[src/rtl/debug_unit_if.sv]
// Purpose : groups the UART, instruction-memory, pipeline and register-file
//           debug signals of debug_unit into one bundle.
// Latency : none (wires only).
// Backpressure: none; the UART side uses tx_start/tx_done strobes.
// Ports   : master = debug_unit side, slave = UART/pipeline/memory side.
interface debug_unit_if #(
    parameter int NB_REG             = 32,
    parameter int NB_BYTE            = 8,
    parameter int NB_REG_ADDR        = 5,
    parameter int LOG2_N_INSMEM_ADDR = 10
);
    // UART receive / transmit
    logic [NB_BYTE-1:0]            i_rx_data;
    logic                          i_rx_valid;
    logic [NB_BYTE-1:0]            o_tx_data;
    logic                          o_tx_start;
    logic                          i_tx_done;
    // pipeline control and status
    logic                          o_pipe_valid;
    logic [NB_REG-1:0]             i_pc;
    logic                          i_halt;
    logic [NB_REG-1:0]             o_n_clocks;
    // instruction memory write port
    logic                          o_imem_we;
    logic [LOG2_N_INSMEM_ADDR-1:0] o_imem_addr;
    logic [NB_REG-1:0]             o_imem_data;
    // register-file debug read port
    logic [NB_REG_ADDR-1:0]        o_rf_addr;
    logic [NB_REG-1:0]             i_rf_data;

    modport master (
        input  i_rx_data, i_rx_valid, i_tx_done, i_pc, i_halt, i_rf_data,
        output o_tx_data, o_tx_start, o_pipe_valid, o_n_clocks,
               o_imem_we, o_imem_addr, o_imem_data, o_rf_addr
    );

    modport slave (
        output i_rx_data, i_rx_valid, i_tx_done, i_pc, i_halt, i_rf_data,
        input  o_tx_data, o_tx_start, o_pipe_valid, o_n_clocks,
               o_imem_we, o_imem_addr, o_imem_data, o_rf_addr
    );
endinterface

[src/rtl/debug_unit.sv]
// Purpose : UART-driven debug controller: loads instruction memory, runs or
//           single-steps the pipeline, then dumps PC, cycle count and registers.
// Latency : imem write one cycle after the 4th byte; tx_start one cycle per byte.
// Backpressure: each dump byte waits for i_tx_done before the next tx_start.
// Ports   : i_clock / i_reset (async, active low); everything else on bus.
module debug_unit #(
    parameter int NB_REG             = 32,
    parameter int NB_BYTE            = 8,
    parameter int NB_REG_ADDR        = 5,
    parameter int LOG2_N_INSMEM_ADDR = 10
) (
    input  logic         i_clock,
    input  logic         i_reset,
    debug_unit_if.master bus
);
    localparam logic [NB_BYTE-1:0] CMD_LOAD = NB_BYTE'(8'h01);
    localparam logic [NB_BYTE-1:0] CMD_RUN  = NB_BYTE'(8'h02);
    localparam logic [NB_BYTE-1:0] CMD_STEP = NB_BYTE'(8'h03);
    localparam logic [7:0]         LAST_DUMP_IDX = 8'd135;

    typedef enum logic [2:0] {
        IDLE,
        LOAD,
        RUN,
        STEP,
        DUMP_SEND,
        DUMP_WAIT
    } state_t;

    state_t                        state_q, state_d;
    logic [1:0]                    byte_cnt_q, byte_cnt_d;
    // Only the first three bytes need storing; the fourth arrives with the write.
    logic [NB_REG-NB_BYTE-1:0]     word_q, word_d;
    logic [LOG2_N_INSMEM_ADDR-1:0] addr_q, addr_d;
    logic [NB_REG-1:0]             n_clocks_q, n_clocks_d;
    logic                          halted_q, halted_d;
    logic [7:0]                    dump_idx_q, dump_idx_d;
    logic [NB_REG-1:0]             pc_q, pc_d;
    logic                          imem_we_q, imem_we_d;
    logic [LOG2_N_INSMEM_ADDR-1:0] imem_addr_q, imem_addr_d;
    logic [NB_REG-1:0]             imem_data_q, imem_data_d;

    logic                          pipe_valid;
    logic                          tx_start;
    logic [NB_REG-1:0]             full_word;
    logic [5:0]                    word_sel;
    logic [1:0]                    byte_sel;
    logic [NB_REG-1:0]             dump_word;
    logic [NB_BYTE-1:0]            tx_byte;
    logic [NB_REG_ADDR-1:0]        rf_addr;

    assign full_word = {word_q, bus.i_rx_data};
    assign word_sel  = dump_idx_q[7:2];
    assign byte_sel  = dump_idx_q[1:0];

    // Dump layout: word 0 = PC, word 1 = cycle count, words 2..33 = registers.
    always_comb begin
        rf_addr   = '0;
        dump_word = bus.i_rf_data;
        if (word_sel == 6'd0) begin
            dump_word = pc_q;
        end else if (word_sel == 6'd1) begin
            dump_word = n_clocks_q;
        end else begin
            rf_addr = NB_REG_ADDR'(word_sel - 6'd2);
        end
    end

    // MSB-first byte select within the current dump word.
    always_comb begin
        tx_byte = '0;
        case (byte_sel)
            2'd0:    tx_byte = dump_word[4*NB_BYTE-1 -: NB_BYTE];
            2'd1:    tx_byte = dump_word[3*NB_BYTE-1 -: NB_BYTE];
            2'd2:    tx_byte = dump_word[2*NB_BYTE-1 -: NB_BYTE];
            default: tx_byte = dump_word[NB_BYTE-1   -: NB_BYTE];
        endcase
    end

    always_comb begin
        state_d     = state_q;
        byte_cnt_d  = byte_cnt_q;
        word_d      = word_q;
        addr_d      = addr_q;
        halted_d    = halted_q;
        dump_idx_d  = dump_idx_q;
        pc_d        = pc_q;
        imem_we_d   = 1'b0;
        imem_addr_d = imem_addr_q;
        imem_data_d = imem_data_q;
        pipe_valid  = 1'b0;
        tx_start    = 1'b0;

        case (state_q)
            IDLE: begin
                if (bus.i_rx_valid) begin
                    if (bus.i_rx_data == CMD_LOAD) begin
                        state_d    = LOAD;
                        byte_cnt_d = '0;
                        addr_d     = '0;
                        halted_d   = 1'b0;
                    end else if (bus.i_rx_data == CMD_RUN ||
                                 bus.i_rx_data == CMD_STEP) begin
                        // A halted pipeline must not advance again; just report.
                        if (halted_q) begin
                            state_d    = DUMP_SEND;
                            pc_d       = bus.i_pc;
                            dump_idx_d = '0;
                        end else begin
                            state_d = (bus.i_rx_data == CMD_RUN) ? RUN : STEP;
                        end
                    end
                end
            end
            LOAD: begin
                if (bus.i_rx_valid) begin
                    word_d = {word_q[NB_REG-2*NB_BYTE-1:0], bus.i_rx_data};
                    if (byte_cnt_q == 2'd3) begin
                        byte_cnt_d  = '0;
                        imem_we_d   = 1'b1;
                        imem_addr_d = addr_q;
                        imem_data_d = full_word;
                        addr_d      = addr_q + 1'b1;
                        if (full_word == '1) begin
                            state_d = IDLE;
                        end
                    end else begin
                        byte_cnt_d = byte_cnt_q + 2'd1;
                    end
                end
            end
            RUN: begin
                pipe_valid = 1'b1;
                if (bus.i_halt) begin
                    halted_d   = 1'b1;
                    state_d    = DUMP_SEND;
                    pc_d       = bus.i_pc;
                    dump_idx_d = '0;
                end
            end
            STEP: begin
                pipe_valid = 1'b1;
                if (bus.i_halt) begin
                    halted_d = 1'b1;
                end
                state_d    = DUMP_SEND;
                pc_d       = bus.i_pc;
                dump_idx_d = '0;
            end
            DUMP_SEND: begin
                tx_start = 1'b1;
                state_d  = DUMP_WAIT;
            end
            DUMP_WAIT: begin
                if (bus.i_tx_done) begin
                    if (dump_idx_q == LAST_DUMP_IDX) begin
                        dump_idx_d = '0;
                        state_d    = IDLE;
                    end else begin
                        dump_idx_d = dump_idx_q + 8'd1;
                        state_d    = DUMP_SEND;
                    end
                end
            end
            default: state_d = IDLE;
        endcase
    end

    // The load command restarts the cycle count; otherwise count enabled cycles.
    always_comb begin
        n_clocks_d = n_clocks_q + (pipe_valid ? NB_REG'(1) : NB_REG'(0));
        if (state_q == IDLE && bus.i_rx_valid && bus.i_rx_data == CMD_LOAD) begin
            n_clocks_d = '0;
        end
    end

    always_ff @(posedge i_clock or negedge i_reset) begin
        if (!i_reset) begin
            state_q     <= IDLE;
            byte_cnt_q  <= '0;
            word_q      <= '0;
            addr_q      <= '0;
            n_clocks_q  <= '0;
            halted_q    <= 1'b0;
            dump_idx_q  <= '0;
            pc_q        <= '0;
            imem_we_q   <= 1'b0;
            imem_addr_q <= '0;
            imem_data_q <= '0;
        end else begin
            state_q     <= state_d;
            byte_cnt_q  <= byte_cnt_d;
            word_q      <= word_d;
            addr_q      <= addr_d;
            n_clocks_q  <= n_clocks_d;
            halted_q    <= halted_d;
            dump_idx_q  <= dump_idx_d;
            pc_q        <= pc_d;
            imem_we_q   <= imem_we_d;
            imem_addr_q <= imem_addr_d;
            imem_data_q <= imem_data_d;
        end
    end

    assign bus.o_pipe_valid = pipe_valid;
    assign bus.o_tx_start   = tx_start;
    assign bus.o_tx_data    = tx_byte;
    assign bus.o_rf_addr    = rf_addr;
    assign bus.o_n_clocks   = n_clocks_q;
    assign bus.o_imem_we    = imem_we_q;
    assign bus.o_imem_addr  = imem_addr_q;
    assign bus.o_imem_data  = imem_data_q;
endmodule

[src/flat_wrapper.sv]
// flat-port wrapper written by rule: the top's interface ports become plain ports
module debug_unit_flat 
#(
    parameter int NB_REG             = 32,
    parameter int NB_BYTE            = 8,
    parameter int NB_REG_ADDR        = 5,
    parameter int LOG2_N_INSMEM_ADDR = 10
)
  (i_clock, i_reset, bus_i_rx_data, bus_i_rx_valid, bus_i_tx_done, bus_i_pc, bus_i_halt, bus_i_rf_data, bus_o_tx_data, bus_o_tx_start, bus_o_pipe_valid, bus_o_n_clocks, bus_o_imem_we, bus_o_imem_addr, bus_o_imem_data, bus_o_rf_addr);
  debug_unit_if #(.NB_REG(NB_REG), .NB_BYTE(NB_BYTE), .NB_REG_ADDR(NB_REG_ADDR), .LOG2_N_INSMEM_ADDR(LOG2_N_INSMEM_ADDR)) bus_i ();
  input  logic i_clock;
  input  logic i_reset;
  input wire logic [$bits(bus_i.i_rx_data)-1:0] bus_i_rx_data;
  input wire logic [$bits(bus_i.i_rx_valid)-1:0] bus_i_rx_valid;
  input wire logic [$bits(bus_i.i_tx_done)-1:0] bus_i_tx_done;
  input wire logic [$bits(bus_i.i_pc)-1:0] bus_i_pc;
  input wire logic [$bits(bus_i.i_halt)-1:0] bus_i_halt;
  input wire logic [$bits(bus_i.i_rf_data)-1:0] bus_i_rf_data;
  output wire logic [$bits(bus_i.o_tx_data)-1:0] bus_o_tx_data;
  output wire logic [$bits(bus_i.o_tx_start)-1:0] bus_o_tx_start;
  output wire logic [$bits(bus_i.o_pipe_valid)-1:0] bus_o_pipe_valid;
  output wire logic [$bits(bus_i.o_n_clocks)-1:0] bus_o_n_clocks;
  output wire logic [$bits(bus_i.o_imem_we)-1:0] bus_o_imem_we;
  output wire logic [$bits(bus_i.o_imem_addr)-1:0] bus_o_imem_addr;
  output wire logic [$bits(bus_i.o_imem_data)-1:0] bus_o_imem_data;
  output wire logic [$bits(bus_i.o_rf_addr)-1:0] bus_o_rf_addr;
  assign bus_i.i_rx_data = bus_i_rx_data;
  assign bus_i.i_rx_valid = bus_i_rx_valid;
  assign bus_i.i_tx_done = bus_i_tx_done;
  assign bus_i.i_pc = bus_i_pc;
  assign bus_i.i_halt = bus_i_halt;
  assign bus_i.i_rf_data = bus_i_rf_data;
  assign bus_o_tx_data = bus_i.o_tx_data;
  assign bus_o_tx_start = bus_i.o_tx_start;
  assign bus_o_pipe_valid = bus_i.o_pipe_valid;
  assign bus_o_n_clocks = bus_i.o_n_clocks;
  assign bus_o_imem_we = bus_i.o_imem_we;
  assign bus_o_imem_addr = bus_i.o_imem_addr;
  assign bus_o_imem_data = bus_i.o_imem_data;
  assign bus_o_rf_addr = bus_i.o_rf_addr;
  debug_unit #(.NB_REG(NB_REG), .NB_BYTE(NB_BYTE), .NB_REG_ADDR(NB_REG_ADDR), .LOG2_N_INSMEM_ADDR(LOG2_N_INSMEM_ADDR)) u_core (.i_clock(i_clock), .i_reset(i_reset), .bus(bus_i));
endmodule
[config.mk]
export PLATFORM = sky130hd
export DESIGN_NAME = debug_unit_flat
export DESIGN_NICKNAME = d
export VERILOG_FILES = /design/src/rtl/debug_unit_if.sv /design/src/rtl/debug_unit.sv /design/src/flat_wrapper.sv
export SDC_FILE = /design/constraint.sdc
export NUM_CORES = 1
export LEC_CHECK = 0
export BUFFER_PORTS_ARGS = -buffer_cell sky130_fd_sc_hd__buf_4
export CORE_MARGIN = 2
export CORE_UTILIZATION = 55
export DETAILED_ROUTE_END_ITERATION = 10
export PLACE_DENSITY_LB_ADDON = 0.05
export SYNTH_ARGS = -nofsm -noshare
export SYNTH_HDL_FRONTEND = slang
export SYNTH_SLANG_ARGS = --single-unit
[constraint.sdc]
create_clock -name i_clock -period 3.2 [get_ports i_clock]
set_clock_uncertainty 0.2 [all_clocks]
set_input_delay 0.64 -clock i_clock [delete_from_list [all_inputs] [get_ports i_clock]]
set_output_delay 0.64 -clock i_clock [all_outputs]
set_load 0.02 [all_outputs]
======== After elaboration in Yosys (flattened, before gate mapping) ========
Cells that the tools add are included.
word-level totals
  register bits ........................... 155
  word-level logic and storage cells ...... 113
operators by class
  equality and inequality tests ........... 26
  add/sub/neg operators ................... 5
  reduce and logical (&&, ||, !) cells .... 19
  multiplexer cells ....................... 52
operator list
  cell                                                                    number
  32-bit 2-to-1 mux                                                       8
  32-bit case mux with 3 select lines                                     1
  8-bit 2-to-1 mux                                                        7
  10-bit 2-to-1 mux                                                       4
  32-bit adder                                                            1
  32-bit equality test (second input constant)                            1
  8-bit case mux with 4 select lines                                      1
  3-bit 2-to-1 mux                                                        10
  8-bit case mux with 3 select lines                                      1
  10-bit case mux with 2 select lines                                     1
  3-bit case mux with 6 select lines                                      1
  8-bit by 2-bit equality test with 1-bit output (second input constant)  2
  7-bit AND reduction                                                     2
  2-bit by 1-bit != test with 1-bit output (second input constant)        6
  10-bit by 1-bit adder with 10-bit output (second input constant)        1
  1-bit 2-to-1 mux                                                        10
  5-bit 2-to-1 mux                                                        2
  2-bit != test (second input constant)                                   5
  8-bit by 1-bit adder with 8-bit output (second input constant)          1
  8-bit by 1-bit equality test with 1-bit output (second input constant)  1
  8-bit equality test (second input constant)                             1
  2-bit 2-to-1 mux                                                        4
  4-bit AND reduction                                                     2
  3-bit by 2-bit equality test with 1-bit output (second input constant)  2
  23 further kinds                                                        27

======== Logic depth before layout (Yosys ltp) ========
  depth in word-level cells ............... 7
  mapped depth ............................ 9
  mapped depth without buffers ............ 6

======== Least setup slack after synthesis ========
OpenSTA, ideal clock, no wires.
  kind .................................... register -> output
  start point ............................. reg u_core.dump_idx_q[3]
  end point ............................... out bus_o_tx_data[5]
  data arrival time ....................... 2.149 ns
  cell stages (with the launch flop) ...... 8
  path buffers ............................ 3
  path slack .............................. 0.211 ns
  cell sequence ........................... dfrtp_1 clkbuf_1 or4_1 clkbuf_1 buf_2 nor4b_1 a31oi_1 a41oi_1
between the ends
  word-level cells in the longest chain between the ends .. 4
ends and longest elaborated chain
  item                                            line                text
  start, declared                                 debug_unit.sv:37    logic [7:0] dump_idx_q, dump_idx_d;
  start signal, assigned                          debug_unit.sv:197   dump_idx_q <= dump_idx_d;
  6-bit by 1-bit equality test with 1-bit output  debug_unit.sv:62    end else if (word_sel == 6'd1) begin
  32-bit 2-to-1 mux                               debug_unit.sv:62
  32-bit 2-to-1 mux (*)                           debug_unit.sv:60    if (word_sel == 6'd0) begin
  8-bit case mux with 3 select lines (*)          debug_unit.sv:72    case (byte_sel)
  end, declared                                   flat_wrapper.sv:19  output wire logic [$bits(bus_i.o_tx_data)-1:0] bus_o_tx_data;
Every way passes the cells marked *; elsewhere a longest branch is shown, timed or not.

======== Worst setup path after layout ========
  start point ............................. reg u_core.dump_idx_q[4]
  end point ............................... out bus_o_tx_data[4]
Same word-level chain as after synthesis.

==> flow_metrics.tcl <==
set metrics [dict create \
    synthArstFlopShare_pct 100 \
    fmax_ghz 0.315 \
    globalplace.congestion 0.946 \
    drive_above_1_share_pct 35.1 \
    hold_class "in2async" \
    cts_buffer_depth 2 \
    power_density_mw_per_mm2 862 \
    yosysSeqAreaShare_pct 48.6 \
    met1_usage_pct 39.2 \
    post-place-ws_ns 0.330 \
    cp_cell_sequence "or4_4, buf_12, nor4b_1, a31oi_1, a41oi_2, buf_4" \
    regToRegSetupSlack_ns 0.56 \
    cts_tree "built" \
    cp-start-kind "flip-flop" \
    cpPeakStageDelay_ns 0.58 \
    clkLatencyLatePin_ns 0.43 \
    r2r_cells 6 \
    ys_ff_latch 155 \
    crit_slowest_cell "or4_4" \
    synthTopCellsByCount "dfrtp_1 (155), nand2_1 (105), mux2_2 (70)" \
    fp.dieArea_mm2 0.0155 \
    vias_per_cell 6.17 \
    cts_hold_buf 0 \
    min_period_ns 3.17 \
    r2r_start "u_core.state_q[2]" \
    top_level_ports 167 \
    post-route-period-util_pct 99.1 \
    status "finished, final reports clean" \
    cts_max_level 4 \
    fin_tns_setup_ns 0 \
    clkSinkCount 155 \
    met3_usage_pct 6.79 \
    portBuffers 166 \
    grt-ovfl-total 0 \
    synth.distinct_cells 62 \
    synthFlopType "dfrtp_1" \
    worstPathArrival_ns 2.33 \
    crit_path_end_kind "primary output" \
    drtAntennaViolNets 0 \
    top_usage_layer "met2" \
    critical_path_class "reg2out" \
    antenna_found_initial 0 \
    grt_pass1_vias 6810 \
    seq_area_mm2 0.00388 \
    cts_buffers 17 \
    n_antenna_cell 0 \
    setup_slack_ns 0.0282 \
    yosysWarnings 0 \
    hold_viol 0 \
    core-area_mm2 0.0144 \
    syn_area_per_cell_um2 10.4 \
    yosysTopAreaCell "dfrtp_1" \
    nets 1019 \
    via_count 6959 \
    die_w_um 125 \
    use_met2_pct 53.9 \
    grt_usage_pct 30.8 \
    cap_violations 0 \
    hpwlAfterDp_um 16900 \
    multi_input_area_mm2 0.00391 \
    routed_wl_um 23900 \
    grt_max_degree 70 \
    drc 0 \
    grt_pass1_wl_um 38200 \
    cp.required_ns 2.36 \
    finalPower_uw 8790 \
    leakage_uw 0.00457 \
    setup_viol 0 \
    worstPathMaxFanout 16 \
    first_pass_iters 5 \
    netlist.area_leader.share_pct 48.6 \
    synth_most_common_cell "dfrtp_1" \
    clockRootBuffer "clkbuf_16" \
    num-fill-cells 1090 \
    area_growth_pct 27.7 \
    synth.net_count 858 \
    r2r_end "u_core.bus.o_n_clocks[31]" \
    syn-cell-area_mm2 0.00799 \
    drt-initial-drc-count 510 \
    ys_top_cells_by_area "dfrtp_1 (49%), mux2_2 (9.9%), nand2_1 (4.9%)" \
    clkSlewWorstSetupHoldPaths_ns 0.07 \
    initial_core_util_pct 55.6 \
    num_rows 44 \
    synth_edf_count 0 \
    ir_worst_vdd_v 0.000591 \
    cp_num_buf_inv 2 \
    wl_per_cell_um 21.2 \
    drv_slew 0 \
    critPathTopFamily "simple AND/OR/NAND/NOR gates" \
    die_h_um 125 \
    tightest_slew_ns 0.657 \
    synth_cells 770 \
    post-route-util_pct 71.0 \
    slew_headroom_pct 56.2 \
]
==> cells in the final DEF, fill, tap and decap left out, types with 5 or more instances in the layout <==
cell / netlist / layout
a211oi_1: 12 / 12
a31oi_1: 19 / 19
inv_1: 18 / 18
nor3_1: 13 / 13
and2_1: 8 / 8
or4_1: 17 / 16
a41oi_1: 11 / 8
a21oi_1: 21 / 21
inv_8: 0 / 5
o21a_1: 5 / 5
o31ai_1: 19 / 19
clkinv_8: 0 / 5
ha_1: 11 / 10
nand2_1: 105 / 103
buf_4: 0 / 190
nand4_1: 21 / 21
nand3_1: 32 / 32
xor2_1: 7 / 7
nor2_1: 32 / 30
clkbuf_16: 0 / 17
o211ai_1: 17 / 17
mux2i_1: 31 / 31
and4_1: 7 / 7
mux2_2: 70 / 70
o21ai_0: 11 / 11
xnor2_1: 6 / 6
or2_2: 5 / 5
dfrtp_1: 155 / 153
and3_1: 5 / 5
==> worst max-delay path by stage <==
| stage | startpoint | endpoint | slack [ns] | cells after the start |
|---|---|---|---|---|
| 2_1_floorplan | u_core.dump_idx_q[3] | bus_o_tx_data[5] | 0.21 | 7 |
| 6_report | u_core.dump_idx_q[4] | bus_o_tx_data[4] | 0.03 | 6 |
| 5_1_grt | u_core.dump_idx_q[4] | bus_o_tx_data[6] | -0.002 | 6 |
| 4_1_cts | u_core.dump_idx_q[6] | bus_o_tx_data[3] | 0.008 | 6 |
| 3_5_place_dp | u_core.dump_idx_q[6] | bus_o_tx_data[3] | 0.33 | 6 |
| 3_3_place_gp | u_core.dump_idx_q[6] | bus_o_tx_data[3] | 0.38 | 6 |
==> timing repair <==
| action | in CTS | in global routing |
|---|---|---|
| gates resized for setup | 8 | 11 |
| endpoints found under the setup margin | 8 | 8 |
| cloned | 0 | 0 |
| pin swaps | 1 | 2 |
| setup buffers | 0 | 1 |
==> sequential cells by signal, indices dropped and copies added (netlist names) <==
register and flops:
u_core.state_q 3, u_core.dump_idx_q 8, u_core.bus.o_imem_data 32, u_core.bus.o_imem_we 1, u_core.word_q 24, u_core.halted_q 1, u_core.bus.o_imem_addr 10, u_core.pc_q 32
u_core.bus.o_n_clocks 32, u_core.addr_q 10, u_core.byte_cnt_q 2
==> final cells by class <==
cell class | count | share of cell area, %
clock buffers | 17 | 4.17
clock inverters | 15 | 1.77
inverters | 19 | 0.699
multi-input cells | 543 | 38.3
flip-flops and latches | 155 | 38.0
well taps | 184 | 2.26
repair buffers | 195 | 14.8
==> metal layers <==
metal,up-vias,part of all wire (%)
li1,3171,-
met5,-,0
met1,3450,42
met2,310,50
met4,0,1.5
met3,28,6.3
==> report_power, final <==
part,switching (uW),internal (uW)
registers,715,2640
logic,1860,1570
clock network,945,1060
total,3520,5270
==> logic make-up after synthesis <==
kind of cell | Yosys count | synth area share [%]
flip-flops | 155 | 48.6
AND/OR/NAND/NOR | 279 | 18.3
adder cells (fa/ha/maj) | 11 | 1.72
AO/OA/AOI/OAI | 137 | 12.2
buffers and inverters | 72 | 3.73
XOR/XNOR | 13 | 1.43
multiplexers | 103 | 14.0
==> stage by stage <==
step / cells / hold WS, ns / area (um^2)
floorplan: 770 / 0.144 / 7990
global placement: 1095 / 0.256 / 9500
detailed placement: 1095 / 0.277 / 9500
CTS: 1127 / 0.0396 / 10100
global route: 1128 / 0.0374 / 10200
finish: 1128 / 0.00158 / 10200
Note: power is estimated with default switching activity, not from simulation.
